--- src/rtl/pbch_dmrs_ibar_detector.sv ---
// pbch_dmrs_ibar_detector: PBCH DMRS Gold-sequence generator and soft-metric ibar_SSB detector
module pbch_dmrs_ibar_detector #(
   parameter int IN_DW = 32,
   parameter int NFFT  = 8,
   parameter int N_HYP = 8,
   parameter int N_SYM = 3
) (
   input  logic                clk_i,
   input  logic                reset_ni,
   input  logic [IN_DW-1:0]    s_axis_in_tdata,
   input  logic                s_axis_in_tvalid,
   input  logic [9:0]          N_id_i,
   input  logic                N_id_valid_i,
   input  logic                PBCH_start_i,
   output logic [2:0]          ibar_o,
   output logic [IN_DW/2+8:0]  corr_o,
   output logic                ibar_valid_o,
   output logic                seq_ready_o,
   output logic                drop_o
);
   localparam int HW      = IN_DW/2;
   localparam int ACC_DW  = HW + 9;
   localparam int FFT_LEN = 2**NFFT;
   localparam int BASE    = FFT_LEN/2 - 120;
   localparam int HB      = $clog2(N_HYP);
   typedef enum logic [2:0] {G_IDLE, G_LOAD, G_WARM, G_FILL, G_DONE} gen_t;
   typedef enum logic [1:0] {D_IDLE, D_ACC, D_ARG, D_OUT} det_t;
   gen_t gst;
   det_t dst;
   logic [10:0] gcnt;
   logic [9:0] nid;
   logic [30:0] x1;
   logic [30:0] x2 [N_HYP];
   logic [287:0] seq [N_HYP];
   logic [IN_DW-1:0] in_q;
   logic in_v;
   logic [NFFT-1:0] n;
   logic [1:0] sym;
   logic signed [ACC_DW-1:0] acc [N_HYP];
   logic signed [ACC_DW-1:0] acc_nx [N_HYP];
   logic signed [ACC_DW-1:0] re, im, best_v, cand_v;
   logic [HB-1:0] hcnt, best_h, cand_h;
   logic signed [NFFT+1:0] k;
   logic [7:0] k8, m;
   logic [5:0] q;
   logic dmrs, take, last;
   always_ff @(posedge clk_i or negedge reset_ni)
      if (!reset_ni) begin
         gst <= G_IDLE;
         gcnt <= '0;
         nid <= '0;
         seq_ready_o <= 1'b0;
      end else if (N_id_valid_i) begin
         gst <= G_LOAD;
         nid <= N_id_i;
         seq_ready_o <= 1'b0;
      end else
         case (gst)
            G_LOAD: begin
               gst <= G_WARM;
               gcnt <= '0;
            end
            G_WARM: begin
               gcnt <= gcnt + 11'd1;
               if (gcnt == 11'd1599) begin
                  gst <= G_FILL;
                  gcnt <= '0;
               end
            end
            G_FILL: begin
               gcnt <= gcnt + 11'd1;
               if (gcnt == 11'd287) begin
                  gst <= G_DONE;
                  seq_ready_o <= 1'b1;
               end
            end
            G_DONE: gst <= G_IDLE;
            default: ;
         endcase
   // Shared x1 plus one x2 per hypothesis; c(n) is taken from bit 0 after the 1600-shift warm-up
   always_ff @(posedge clk_i) begin
      if (gst == G_LOAD) begin
         x1 <= 31'd1;
         for (int h = 0; h < N_HYP; h++)
            x2[h] <= 31'((((h + 1) * (int'(nid[9:2]) + 1)) << 11) + ((h + 1) << 6) + int'(nid[1:0]));
      end else if (gst == G_WARM || gst == G_FILL) begin
         x1 <= {x1[3] ^ x1[0], x1[30:1]};
         for (int h = 0; h < N_HYP; h++)
            x2[h] <= {x2[h][3] ^ x2[h][2] ^ x2[h][1] ^ x2[h][0], x2[h][30:1]};
      end
      if (gst == G_FILL)
         for (int h = 0; h < N_HYP; h++)
            seq[h][gcnt[8:0]] <= x1[0] ^ x2[h][0];
   end
   assign k  = (NFFT+2)'(n) - (NFFT+2)'(BASE);
   assign k8 = k[7:0];
   assign q  = k8[7:2];
   assign dmrs = in_v && !k[NFFT+1] && k < (NFFT+2)'(240) && k8[1:0] == nid[1:0]
                 && (sym != 2'd1 || k8 < 8'd48 || k8 >= 8'd192);
   assign m  = sym == 2'd0 ? {2'b0, q} :
               sym == 2'd1 ? (k8 < 8'd48 ? {2'b0, q} + 8'd60 : {2'b0, q} + 8'd24) :
               {2'b0, q} + 8'd84;
   assign re = {{9{in_q[HW-1]}}, in_q[HW-1:0]};
   assign im = {{9{in_q[IN_DW-1]}}, in_q[IN_DW-1:HW]};
   assign last = in_v && (&n) && sym == 2'(N_SYM - 1);
   assign take = hcnt == '0 || acc[hcnt] > best_v;
   assign cand_v = take ? acc[hcnt] : best_v;
   assign cand_h = take ? hcnt : best_h;
   always_comb
      for (int h = 0; h < N_HYP; h++)
         acc_nx[h] = acc[h] + (seq[h][{m, 1'b0}] ? -re : re) + (seq[h][{m, 1'b1}] ? -im : im);
   always_ff @(posedge clk_i or negedge reset_ni)
      if (!reset_ni) begin
         dst <= D_IDLE;
         in_q <= '0;
         in_v <= 1'b0;
         n <= '0;
         sym <= '0;
         hcnt <= '0;
         best_h <= '0;
         best_v <= '0;
         ibar_o <= '0;
         corr_o <= '0;
         ibar_valid_o <= 1'b0;
         drop_o <= 1'b0;
         for (int h = 0; h < N_HYP; h++)
            acc[h] <= '0;
      end else begin
         in_q <= s_axis_in_tdata;
         in_v <= s_axis_in_tvalid;
         drop_o <= 1'b0;
         ibar_valid_o <= 1'b0;
         if (N_id_valid_i) begin
            dst <= D_IDLE;
            for (int h = 0; h < N_HYP; h++)
               acc[h] <= '0;
         end else
            case (dst)
               D_IDLE:
                  if (PBCH_start_i) begin
                     if (seq_ready_o) begin
                        dst <= D_ACC;
                        n <= '0;
                        sym <= '0;
                     end else
                        drop_o <= 1'b1;
                  end
               D_ACC:
                  if (in_v) begin
                     n <= n + NFFT'(1);
                     if (&n)
                        sym <= sym + 2'd1;
                     if (dmrs)
                        acc <= acc_nx;
                     if (last) begin
                        dst <= D_ARG;
                        hcnt <= '0;
                     end
                  end
               D_ARG: begin
                  best_v <= cand_v;
                  best_h <= cand_h;
                  hcnt <= hcnt + HB'(1);
                  if (hcnt == HB'(N_HYP - 1)) begin
                     ibar_o <= 3'(cand_h);
                     corr_o <= cand_v;
                     ibar_valid_o <= 1'b1;
                     dst <= D_OUT;
                  end
               end
               D_OUT: begin
                  for (int h = 0; h < N_HYP; h++)
                     acc[h] <= '0;
                  dst <= D_IDLE;
               end
            endcase
      end
endmodule
--- config.mk ---
export PLATFORM = sky130hd
export DESIGN_NAME = pbch_dmrs_ibar_detector
export DESIGN_NICKNAME = d
export VERILOG_FILES = /design/src/rtl/pbch_dmrs_ibar_detector.sv
export SDC_FILE = /design/constraint.sdc
export NUM_CORES = 2
export LEC_CHECK = 0
export BUFFER_PORTS_ARGS = -buffer_cell sky130_fd_sc_hd__buf_2
export CAP_MARGIN = 10
export CORE_ASPECT_RATIO = 0.5
export CORE_MARGIN = 2
export CORE_UTILIZATION = 47
export DETAILED_ROUTE_END_ITERATION = 16
export PLACE_DENSITY = 0.62
export REMOVE_ABC_BUFFERS = 1
export SYNTH_ARGS = -nofsm -noshare
export SYNTH_HDL_FRONTEND = slang
export SYNTH_SLANG_ARGS = --single-unit
export TNS_END_PERCENT = 100
--- constraint.sdc ---
create_clock -name clk_i -period 9.9 [get_ports clk_i]
set_input_delay 1.98 -clock clk_i [delete_from_list [all_inputs] [get_ports clk_i]]
set_output_delay 1.98 -clock clk_i [all_outputs]
set_load 0.02 [all_outputs]
Yosys cells after proc, flatten, opt, wreduce, memory -nomap -nowiden

Memories as Yosys holds them, arrays and structs flattened.
Index checks and enable logic that the tools add are counted.

Flip-flop bits (word level): 362
Memory bits (writable): 2552
Input bits: 47
Output and inout bits: 31
Memories kept: 2

$add $sub $neg: 43
$mul: 4
Order comparisons: 9
Eq/ne operators: 27
Mux-type cells: 112
Bitwise operators: 43
Reduce and logical (&&, ||, !) cells: 33

Memory list:

| memory | depth | bits a word | read ports | clocked after memory_dff | write ports | RTL line | text |
|---|---|---|---|---|---|---|---|
| seq    | 8     | 288         | 8          | 0                        | 8           | 34       | `logic [287:0] seq [N_HYP];` |
| x2     | 8     | 31          | 8          | 0                        | 8           | 33       | `logic [30:0] x2 [N_HYP];` |

Operators with widths:

| kind                   | number |
|---|---|
| $mux 200               | 3 |
| $mux 25                | 19 |
| $add 25x25->25         | 16 |
| $pmux 200 s2           | 1 |
| $mux 288               | 1 |
| $mux 31                | 8 |
| $add 31x3->31          | 7 |
| $bmux 1 s8             | 16 |
| $add 31x10->31 const B | 3 |
| $bmux 25 s3            | 1 |
| $neg 16->25            | 2 |
| $mux 8                 | 5 |
| $mux 1                 | 33 |
| $pmux 11 s3            | 1 |
| $xor 1x1->1            | 33 |
| $add 31x9->31 const B  | 1 |
| $lt 9x10->1 const B    | 3 |
| $add 24x2->25          | 1 |
| $gt 25x25->1           | 1 |
| $add 23x10->24 const B | 1 |
| $mul 3x9->12 const A   | 2 |
| $ne 3x3->1 const B     | 8 |
| $add 22x9->23 const B  | 1 |
| $add 21x8->22 const B  | 1 |
| 53 further kinds       | 103 |

Longest topological paths before layout

Word-level depth: 14
Depth in mapped cells: 42
Depth with buffers taken out: 33

Least setup slack after synthesis

Ideal clock, no wire load.

Path type: flip-flop to flip-flop
Start point: register x1[0]
End point: memory seq[0][0] (data pin)
Arrival: 8170 ps
Setup slack: 42 ps
Cell stages (with the launch flop): 3
Buffers on the path: 1
Cells stage by stage: dfxtp_1 clkbuf_1 xor2_1

RTL lines:

| element                | RTL line | text |
|---|---|---|
| from (decl)            | 32       | `logic [30:0] x1;` |
| from (signal assigned) | 87       | `x1 <= {x1[3] ^ x1[0], x1[30:1]};` |
| to (decl)              | 34       |  |

Worst setup path after layout

Start point: register n[4]
End point: register acc[74] (netlist bit)

Longest elaborated chain between the ends: 14
Elaborated cells between the ends (all ways): 31
Those cells by class: 6 x add/sub; 3 x order compare; 1 x eq/ne; 13 x mux; 8 x reduce/logical

Ends and longest elaborated chain:

| element                                  | RTL line | text |
|---|---|---|
| from (decl)                              | 37       | `logic [NFFT-1:0] n;` |
| from (signal assigned)                   | 150      | `n <= n + NFFT'(1);` |
| $sub 8x4->9 (*)                          | 95       | `assign k = (NFFT+2)'(n) - (NFFT+2)'(BASE);` |
| $lt 8x6->1, or another cell as far along | 99, 101  |  |
| $mux 7                                   | 101      | `sym == 2'd1 ? (k8 < 8'd48 ? {2'b0, q} + 8'd60 : {2'b0, q} + 8'd24) :` |
| $mux 8                                   | 101      |  |
| $mux 8                                   | 100      | `assign m = sym == 2'd0 ? {2'b0, q} :` |
| $bmux 1 s8                               | 111      | `acc_nx[h] = acc[h] + (seq[h][{m, 1'b0}] ? -re : re) + (seq[h][{m, 1'b1}] ? -im : im);` |
| $mux 1 (not written as such)             | 111      |  |
| $mux 25                                  | 111      |  |
| $add 25x25->25 (2 in a row)              | 111      |  |
| $mux 200                                 | 153      | `if (dmrs)` |
| $mux 200                                 | 149      | `if (in_v) begin` |
| $pmux 200 s2                             | 138      | `case (dst)` |
| $mux 200                                 | 133      | `if (N_id_valid_i) begin` |
| to (signal assigned)                     | 154      | `acc <= acc_nx;` |
| to (decl)                                | 39       | `logic signed [ACC_DW-1:0] acc [N_HYP];` |

Every way passes the cells marked *; elsewhere a longest branch is shown, timed or not. The select of a mux whose other input is x is not followed.
A chain may end at the register's enable or synchronous reset.

==> flow_summary.yaml <==
sta:
  final.min_clock_period_ns: 9.51
  finalCritPeriodShare: 0.961
  slew_headroom: 0.121
  finalMaxSlewViolations: 0
  tightest_slew_ns: 1.32
  finalHoldViolations: 0
  fin_hold_ws_ns: 0.463
  finClkSkew_ns: 0.0796
  rsz0062_at_grt: "no"
  fmax_mhz: 105
  setup_viol: 0
grt:
  overflow: 0
  grt_usage: 0.240
  grt_pass1_wl_um: 522000
  antenna_found_initial: 11
  grt_pass1_vias: 77100
  grt_max_degree: 229
drt:
  viasPerCell: 5.85
  num_vias: 77300
  dr.pass1.iters: 6
  drc_errors: 0
  ant_nets: 0
  drt_iter0_drc: 8061
  postRouteWirelength_um: 353000
  wl_per_cell_um: 26.8
floorplan:
  rows: 138
  io_pins: 78
  start_util: 0.475
  dieHeight_um: 383
  coreArea_um2: 284000
  die-area_um2: 291000
  fp.dieW_um: 761
setup_path:
  worstPathRequired_ns: 10.62
  crit_start: "n[4]"
  rr_worst_depth: 33
  cp_slowest_cell: "a311o_2"
  critPathMaxFanout: 24
  regToRegEndpoint: "acc[74]"
  end_kind: "flop"
  r2r_setup_slack_ns: 0.39
  crit_type: "flop to flop"
  cp_slowest_stage_delay_ns: 0.57
  r2r_start: "n[4]"
  crit_arrival_ns: 10.23
  crit_path_start_kind: "flop"
hold_path:
  hp-start: "x1[30]"
  holdPathStages: 2
  min_to: "x1[30]"
  hp-class: "flop to flop"
finish:
  syn2layout_area_growth_pct: 10.6
  finalNetCount: 9739
  fill_cells: 23200
  drive_above_1_share: 0.155
  multiInputGateArea_um2: 45000
  seq_area_um2: 85600
  finalInstanceArea_um2: 149000
  final_core_util: 0.525
power:
  total_power_mw: 36.7
  p_leak_nw: 53.7
  max-vdd-ir-drop_v: 0.000177
  power_density_nw_per_um2: 246
clocking:
  cts.path.max_buffers: 4
  hold_buffers: 0
  cts_sinks: 2914
  tritoncts: "yes"
  cts_htree_levels: 5
  cts_buffers: 276
  clk_pin_slew_ns: 0.07
  clk_latency_ns: 0.86
  root_buffer: "clkbuf_16"
logic_synthesis:
  yosys_warnings: 0
  yosysSeqAreaShare: 0.635
  synthFlopType: "edfxtp_1"
  yosysTopAreaCell: "edfxtp_1"
  async_flop_share: 0.114
  netlist.area_leader.share: 0.569
  ys_seq_elements: 2914
  syn_area_um2: 135000
  synth.avg_cell_area_um2: 14.8
  ys_top_cells_by_area: "edfxtp_1 (57%), mux4_2 (10%), dfrtp_1 (6.1%)"
  ys_types: 89
  synthCells: 9127
  synth_edf_count: 2552
placed_design:
  placed_cell_area_um2: 140000
  dp_hpwl_um: 223000
  place.gp.congestion: 0.893
  portBuffers: 77
run:
  drv_cap: 0
outcome:
  status: "finished, final reports clean"
==> report_power, final <==
| part | internal [mW] | switching [mW] | leakage (nW) |
|---|---|---|---|
| sequential | 14.8 | 0.431 | 27.9 |
| combinational | 4.25 | 6.78 | 21.6 |
| clock | 5.80 | 4.63 | 4.22 |
| total | 24.8 | 11.8 | 53.7 |
==> sequential cells by signal, summed over array words and instances (netlist names), 3 cells and up <==
name,cells
seq,2304
hcnt,3
gcnt,11
in_q,32
corr_o,25
gst,3
acc,200
x2,248
x1,31
n,8
ibar_o,3
best_h,3
best_v,25
nid,10
==> how the worst max path moves through the flow <==
stage                    end  cells after the start
detailed placement  acc[149]                     32
floorplan            acc[74]                     25
CTS                 acc[149]                     32
global route        acc[123]                     33
finish               acc[74]                     33
global placement    acc[148]                     32
==> per-layer routing <==
metal,vias to the layer above,wire [µm],global-route usage
met5,-,0,0
met4,0,13400,0.0829
met3,588,24000,0.0334
met2,2818,164000,0.378
met1,40200,152000,0.347
li1,33700,-,-
==> kinds of logic after synthesis <==
family | share of synthesized area
multiplexers | 0.126
AND/OR/NAND/NOR | 0.0747
adder cells (fa/ha/maj) | 0.0559
XOR/XNOR | 0.0315
AO/OA/AOI/OAI | 0.0436
buffers and inverters | 0.0340
flip-flops | 0.635
==> layout by cell type (no fill, tap or decap), drive strengths merged, types with 26 or more instances in the layout <==
master / Yosys / final
buf: 133 / 321
a21oi: 213 / 213
xor2: 212 / 212
mux2: 48 / 48
dfxtp: 31 / 31
edfxtp: 2552 / 2552
ha: 268 / 268
nand3: 319 / 319
o21a: 33 / 33
nor3: 56 / 56
clkinv: 1 / 95
nor2: 578 / 578
mux4: 626 / 626
nand2: 950 / 951
clkbuf: 380 / 361
xnor2: 257 / 257
or3: 34 / 34
nand4: 26 / 26
a22o: 69 / 69
inv: 662 / 667
a21o: 103 / 103
o21ai: 298 / 298
nor2b: 71 / 71
o21bai: 32 / 32
a211oi: 28 / 28
dfrtp: 331 / 331
fa: 209 / 209
and3: 131 / 131
mux2i: 228 / 228
==> cell type report <==
class	count	area share
Clock inverter	120	0.00671
Inverter	663	0.0167
Tap cell	3780	0.0317
Antenna cell	3	0.0000504
Sequential cell	2914	0.574
Multi-Input combinational cell	5039	0.302
Timing Repair Buffer	321	0.0178
Clock buffer	361	0.0511
==> what timing repair did <==
item | CTS | global route
setup endpoints to repair | 0 | 11
gates resized for setup | 0 | 4
hold endpoints to repair | 0 | 0
setup buffers | 0 | 3
==> critical path, delay by kind of cell, from the launching register on <==
family                     cells  cell delay (ns)
muxes                          1             0.21
buffers and inverters          4             0.83
adders and majority gates      4             1.36
and+or+nand+nor                5             1.76
xor gates and xnor gates       3             0.70
DFF                            1             0.47
AOI/OAI and AO/OA             16             3.94
==> cell usage after synthesis, types with 12 or more instances <==
library cell and n:
a211o_1 14, a211oi_1 28, a21o_1 103, a21oi_1 212
a22o_1 69, a31oi_1 23, and3_1 131, and4_1 13
buf_1 73, buf_2 42, buf_6 12, clkbuf_1 380
dfrtp_1 331, dfxtp_1 31, edfxtp_1 2552, fa_1 209
ha_1 268, inv_1 662, mux2_2 48, mux2i_1 227
mux4_2 626, nand2_1 947, nand2b_1 12, nand3_1 319
nand4_1 26, nor2_1 577, nor2b_1 70, nor3_1 51
o211ai_1 13, o21a_1 33, o21ai_0 291, o21bai_1 32
o31ai_1 12, or3_1 34, xnor2_1 257, xor2_1 212
==> through the flow <==
stage | instances | setup WS (ns) | TNS (ns)
2_1_floorplan | 8614 | -18.42 | -3625.33
3_3_place_gp | 12700 | 0.599 | 0
3_5_place_dp | 12700 | 0.470 | 0
4_1_cts | 13200 | 0.426 | 0
5_1_grt | 13200 | 0.0131 | 0
6_report | 13200 | 0.389 | 0
Power figures use the tool's default switching activity.
